===== src/rtl/count_capture_pkg.sv =====
// Shared types and constants for the counter-capture FIFO.
// Entry layout is {tc, value}; a timestamp is prepended when stored.
package count_capture_pkg;

  localparam int CW_DEF = 4;
  localparam logic [CW_DEF-1:0] TC_VAL = {CW_DEF{1'b1}};
  localparam int DROP_W = 8;

  typedef struct packed {
    logic              tc;
    logic [CW_DEF-1:0] value;
  } entry_t;

  localparam int ENTRY_W = $bits(entry_t);

endpackage


===== src/rtl/count_capture_mem.sv =====
// DEPTH x W register array, one write port, registered head read.
// A same-cycle write to the head address is bypassed into the read register.
module count_capture_mem #(
  parameter int DEPTH = 8,
  parameter int W     = 5
) (
  input  logic                     clk,
  input  logic                     reset,
  input  logic                     wr_en,
  input  logic [$clog2(DEPTH)-1:0] wr_ptr,
  input  logic [W-1:0]             wr_data,
  input  logic [$clog2(DEPTH)-1:0] rd_ptr,
  output logic [W-1:0]             rd_data
);

  logic [W-1:0] mem_q [DEPTH];
  logic [W-1:0] rd_data_d, rd_data_q;

  always_comb begin
    rd_data_d = mem_q[rd_ptr];
    if (wr_en && (wr_ptr == rd_ptr))
      rd_data_d = wr_data;
  end

  always_ff @(posedge clk) begin
    if (wr_en)
      mem_q[wr_ptr] <= wr_data;
  end

  always_ff @(posedge clk) begin
    if (reset)
      rd_data_q <= '0;
    else
      rd_data_q <= rd_data_d;
  end

  assign rd_data = rd_data_q;

endmodule


===== src/rtl/count_capture_fifo.sv =====
// Captures counter value changes into a FIFO with overrun tracking.
// Optional COUNT_CAPTURE_TSTAMP_EN stores a cycle timestamp per entry.
module count_capture_fifo
  import count_capture_pkg::*;
#(
  parameter int DEPTH = 8,
  parameter int CW    = CW_DEF,
  parameter int TSW   = 8
) (
  input  logic                       clk,
  input  logic                       reset,
  input  logic [CW-1:0]              count_in,
  input  logic                       sample_en,
  output logic                       out_valid,
  input  logic                       out_ready,
  output logic [CW:0]                out_data,
  output logic [TSW-1:0]             out_tstamp,
  output logic [$clog2(DEPTH):0]     level,
  output logic                       overflow,
  output logic [DROP_W-1:0]          drop_cnt,
  input  logic                       ovf_clr
);

  localparam int PW = $clog2(DEPTH);
  localparam int LW = PW + 1;
`ifdef COUNT_CAPTURE_TSTAMP_EN
  localparam int EW = ENTRY_W + TSW;
`else
  localparam int EW = ENTRY_W;
`endif

  logic [CW-1:0]     last_val_q, last_val_d;
  logic              last_vld_q, last_vld_d;
  logic [PW-1:0]     wr_ptr_q, wr_ptr_d;
  logic [PW-1:0]     rd_ptr_q, rd_ptr_d;
  logic [LW-1:0]     level_q, level_d;
  logic              overflow_q, overflow_d;
  logic [DROP_W-1:0] drop_cnt_q, drop_cnt_d;

  logic   push_req, pop, full, wr_en, drop;
  entry_t ent;
  logic [EW-1:0] wr_data, rd_data;

  always_comb begin
    ent.tc    = (count_in == TC_VAL);
    ent.value = count_in;
    push_req  = sample_en &&
                (!last_vld_q || (count_in != last_val_q));
    pop       = (level_q != '0) && out_ready;
    full      = (level_q == LW'(DEPTH));
    wr_en     = push_req && (!full || pop);
    drop      = push_req && full && !pop;

    last_val_d = push_req ? count_in : last_val_q;
    last_vld_d = last_vld_q || push_req;
    wr_ptr_d   = wr_en ? wr_ptr_q + PW'(1) : wr_ptr_q;
    rd_ptr_d   = pop ? rd_ptr_q + PW'(1) : rd_ptr_q;
    level_d    = level_q + LW'(wr_en) - LW'(pop);

    // a drop in the same cycle as a clear restarts the count at one
    overflow_d = overflow_q;
    drop_cnt_d = drop_cnt_q;
    if (drop) begin
      overflow_d = 1'b1;
      if (ovf_clr)
        drop_cnt_d = DROP_W'(1);
      else if (!(&drop_cnt_q))
        drop_cnt_d = drop_cnt_q + DROP_W'(1);
    end else if (ovf_clr) begin
      overflow_d = 1'b0;
      drop_cnt_d = '0;
    end
  end

  always_ff @(posedge clk) begin
    if (reset) begin
      last_val_q <= '0;
      last_vld_q <= 1'b0;
      wr_ptr_q   <= '0;
      rd_ptr_q   <= '0;
      level_q    <= '0;
      overflow_q <= 1'b0;
      drop_cnt_q <= '0;
    end else begin
      last_val_q <= last_val_d;
      last_vld_q <= last_vld_d;
      wr_ptr_q   <= wr_ptr_d;
      rd_ptr_q   <= rd_ptr_d;
      level_q    <= level_d;
      overflow_q <= overflow_d;
      drop_cnt_q <= drop_cnt_d;
    end
  end

`ifdef COUNT_CAPTURE_TSTAMP_EN
  logic [TSW-1:0] ts_q, ts_d;

  always_comb ts_d = ts_q + TSW'(1);

  always_ff @(posedge clk) begin
    if (reset)
      ts_q <= '0;
    else
      ts_q <= ts_d;
  end

  assign wr_data    = {ts_q, ent};
  assign out_tstamp = rd_data[EW-1 -: TSW];
`else
  assign wr_data    = ent;
  assign out_tstamp = '0;
`endif

  count_capture_mem #(
    .DEPTH (DEPTH),
    .W     (EW)
  ) u_mem (
    .clk     (clk),
    .reset   (reset),
    .wr_en   (wr_en),
    .wr_ptr  (wr_ptr_q),
    .wr_data (wr_data),
    .rd_ptr  (rd_ptr_d),
    .rd_data (rd_data)
  );

  assign out_valid = (level_q != '0);
  assign out_data  = rd_data[ENTRY_W-1:0];
  assign level     = level_q;
  assign overflow  = overflow_q;
  assign drop_cnt  = drop_cnt_q;

endmodule


===== config.mk =====
export PLATFORM = sky130hd
export DESIGN_NAME = count_capture_fifo
export DESIGN_NICKNAME = d
export VERILOG_FILES = /design/src/rtl/count_capture_pkg.sv /design/src/rtl/count_capture_mem.sv /design/src/rtl/count_capture_fifo.sv
export SDC_FILE = /design/constraint.sdc
export NUM_CORES = 1
export LEC_CHECK = 0
export BUFFER_PORTS_ARGS = -buffer_cell sky130_fd_sc_hd__buf_2
export CAP_MARGIN = 20
export CELL_PAD_IN_SITES_DETAIL_PLACEMENT = 1
export CELL_PAD_IN_SITES_GLOBAL_PLACEMENT = 1
export CORE_ASPECT_RATIO = 1.4
export CORE_UTILIZATION = 47
export DETAILED_ROUTE_END_ITERATION = 10
export PLACE_DENSITY = 0.87
export SLEW_MARGIN = 20
export SYNTH_ARGS = -nofsm -noshare
export SYNTH_HDL_FRONTEND = slang
export SYNTH_SLANG_ARGS = --single-unit

===== constraint.sdc =====
create_clock -name clk -period 2.55 [get_ports clk]
set_clock_uncertainty 0.1 [all_clocks]
set_input_delay 0.1275 -clock clk [delete_from_list [all_inputs] [get_ports clk]]
set_output_delay 0.1275 -clock clk [all_outputs]
set_load 0.01 [all_outputs]

==> impl_metrics.yaml <==
run_status:
  outcome: "complete, no violations"
flow_run:
  cap_violations: 0
pwr:
  pwr_density_cell_mw_per_mm2: 1050
  p_leak_nw: 1.49
  vdd_drop_max_v: 0.000608
  p_total_mw: 3.98
detailed_routing:
  wl_met2_um: 4120
  m1WireLength_um: 2680
  wl_per_cell_um: 18.5
  vias: 2096
  post_drt_via_cell_ratio: 5.43
  drtIter0Drc: 60
  first_pass_iters: 4
  drt-total-wl_um: 7150
  drc: 0
  wl_met3_um: 148
  ant_nets: 0
  top_layer: "met4"
yosys:
  yosys-top-cells-count: "40 x edfxtp_1, 29 x dfxtp_1, 27 x nor2_1, 19 x mux2i_1"
  ys_types: 48
  synth-edff-count: 40
  synth.largest_area_cell: "edfxtp_1"
  yosys_most_used_dff: "edfxtp_1"
  syn_inst: 260
  ys_seq_elements: 69
  async_flop_share: 0
  synth_top_area_share: 0.376
  synth.most_common_cell: "edfxtp_1"
  ys_warn_count: 0
  synth_seq_area_share: 0.558
  syn_avg_cell_area_um2: 12.3
  synthTopCellsByArea: "edfxtp_1 38%, dfxtp_1 18%, mux2i_1 6.0%"
  syn-cell-area_mm2: 0.00319
final_layout:
  area_growth_syn_to_layout_pct: 18.4
  layout-drive-gt1-share: 0.272
  instances_no_fill: 386
  nNetsFinal: 325
  n_antenna_cell: 0
floorplan:
  core-area_mm2: 0.00657
  die_y_um: 99.5
  start_util: 0.486
  ios: 36
  die-area_mm2: 0.00713
  rows: 35
  dieWidth_um: 71.6
timing:
  worstMarginPinSlew_ps: 720
  tns_ps: 0
  finalMaxSlewViolations: 0
  max_slew_margin: 0.518
  final.period_utilization: 0.941
  hold_violations: 0
  period_minus_slack_ps: 2400
  setup_viol: 0
  fmax_mhz: 417
global_routing:
  grt_max_degree: 21
  antenna_found_initial: 0
  grt_pass1_wl_um: 11400
  grt_pass1_vias: 2284
  overflow: 0
  gr-usage-all-layers: 0.214
critical_path:
  crit_path_max_fanout: 5
  path_class: "reg2reg"
  crit_arrival_ps: 2530
  critPathLaunchType: "register"
  cp.required_ps: 2680
  end_kind: "register"
clock_network:
  clockRootBuffer: "clkbuf_8"
  numCtsBuffers: 9
  clock_latency_ps: 340
  cts_tree: "done"
  h-tree-depth: 3
  numClockSinks: 69
  cts_max_path_buffers: 2
  clkTransAtPathRegs_ps: 70
min_path:
  hp-class: "in2reg"
place:
  dp_hpwl_um: 5260
  dp.cells: 364
  io_buffers: 27
  place_congestion: 0.840
-- critical path, stage by stage, from the launching register on --
cell and delay [ps]:
dfxtp_1 320, inv_1 100, ha_4 150, nor3b_4 220
inv_2 110, a221oi_4 300, buf_6 180, mux2_2 350
o211ai_1 240, a2bb2o_4 230
-- per-layer routing --
metal / track usage / vias to the layer above
met2: 0.408 / 35
met4: 0.0995 / 0
met5: 0 / -
met1: 0.220 / 1040
met3: 0.0395 / 12
li1: - / 1009
-- flip-flops by register name, summed over array words and instances (netlist names) --
signal         flops
overflow           1
level              4
last_val_q         4
last_vld_q         1
u_mem.mem_q       40
wr_ptr_q           3
drop_cnt           8
u_mem.rd_data      5
rd_ptr_q           3
-- power by group --
group / switching [mW] / leakage, nW / total, mW / internal (mW)
combinational: 0.761 / 0.773 / 1.51 / 0.751
clock: 0.413 / 0.116 / 1.06 / 0.650
sequential: 0.0991 / 0.602 / 1.41 / 1.31
total: 1.27 / 1.49 / 3.98 / 2.71
-- cell families (layout without fill, tap and decap cells) --
logic type                 Yosys count  count (layout)  share of synthesized area
AOI/OAI and AO/OA                   32              32                     0.0913
other                                1               8                    0.00117
buffers and inverters               25              70                     0.0439
adders and majority gates            9               9                     0.0376
xor gates and xnor gates            17              17                     0.0467
and+or+nand+nor                     83              83                      0.144
muxes                               24              24                     0.0772
DFF                                 69              69                      0.558
-- worst paths after layout --
| kind | start | endpoint | slack (ps) | cells past startpoint |
|---|---|---|---|---|
| max reg2reg | level[3] | u_mem.rd_data[2] | 150 | 9 |
| min | sample_en | last_vld_q | 60 | 3 |
| min reg2reg | overflow | overflow | 370 | 2 |
| max | level[3] | u_mem.rd_data[2] | 150 | 9 |
-- area by class of cell --
type / instances / area, um^2
flip-flops and latches: 69 / 1780
inverters: 7 / 26.3
well taps: 74 / 92.6
clock buffers: 10 / 128
clock inverters: 6 / 111
repair buffers: 47 / 322
fillers: 694 / 2790
multi-input cells: 173 / 1320
-- metrics by stage --
stage,cell area (um^2),setup WS (ps),util,hold slack (ps)
finish,3780,150,0.575,63.6
global route,3780,-2.87,0.575,98.6
CTS,3700,9.31,0.563,45.5
detailed placement,3450,-1.27,0.525,346
global placement,3450,164,0.525,339
floorplan,3220,247,-,126
-- layout by cell type (no fill, tap or decap), types with 2 or more instances in the layout --
cell type / Yosys / routed
inv_1: 6 / 5
edfxtp_1: 40 / 40
bufinv_16: 0 / 3
mux2i_1: 19 / 19
ha_1: 8 / 6
inv_2: 1 / 2
conb_1: 1 / 8
and2_2: 4 / 4
nand3_1: 4 / 4
buf_4: 8 / 16
a221oi_4: 2 / 2
nand2b_1: 3 / 3
dfxtp_1: 29 / 29
or2_2: 2 / 2
mux2_2: 5 / 5
o21ai_1: 0 / 2
a22oi_1: 5 / 5
xor2_1: 2 / 2
and3_1: 4 / 4
o2bb2ai_1: 4 / 3
nand2_1: 15 / 15
a21oi_1: 5 / 5
nor2b_1: 3 / 3
clkbuf_8: 0 / 9
nor3_1: 4 / 4
xnor2_1: 15 / 15
nor3b_1: 3 / 3
o211ai_1: 7 / 7
buf_2: 1 / 27
nor4b_1: 5 / 5
nor2_1: 27 / 27
-- repair_timing --
item	4_1_cts	5_1_grt
setup buffers	0	4
endpoints found under the setup margin	0	8
gates resized for setup	0	8
hold buffers	1	0
hold endpoints to repair	2	0
Power figures use the tool's default switching activity.
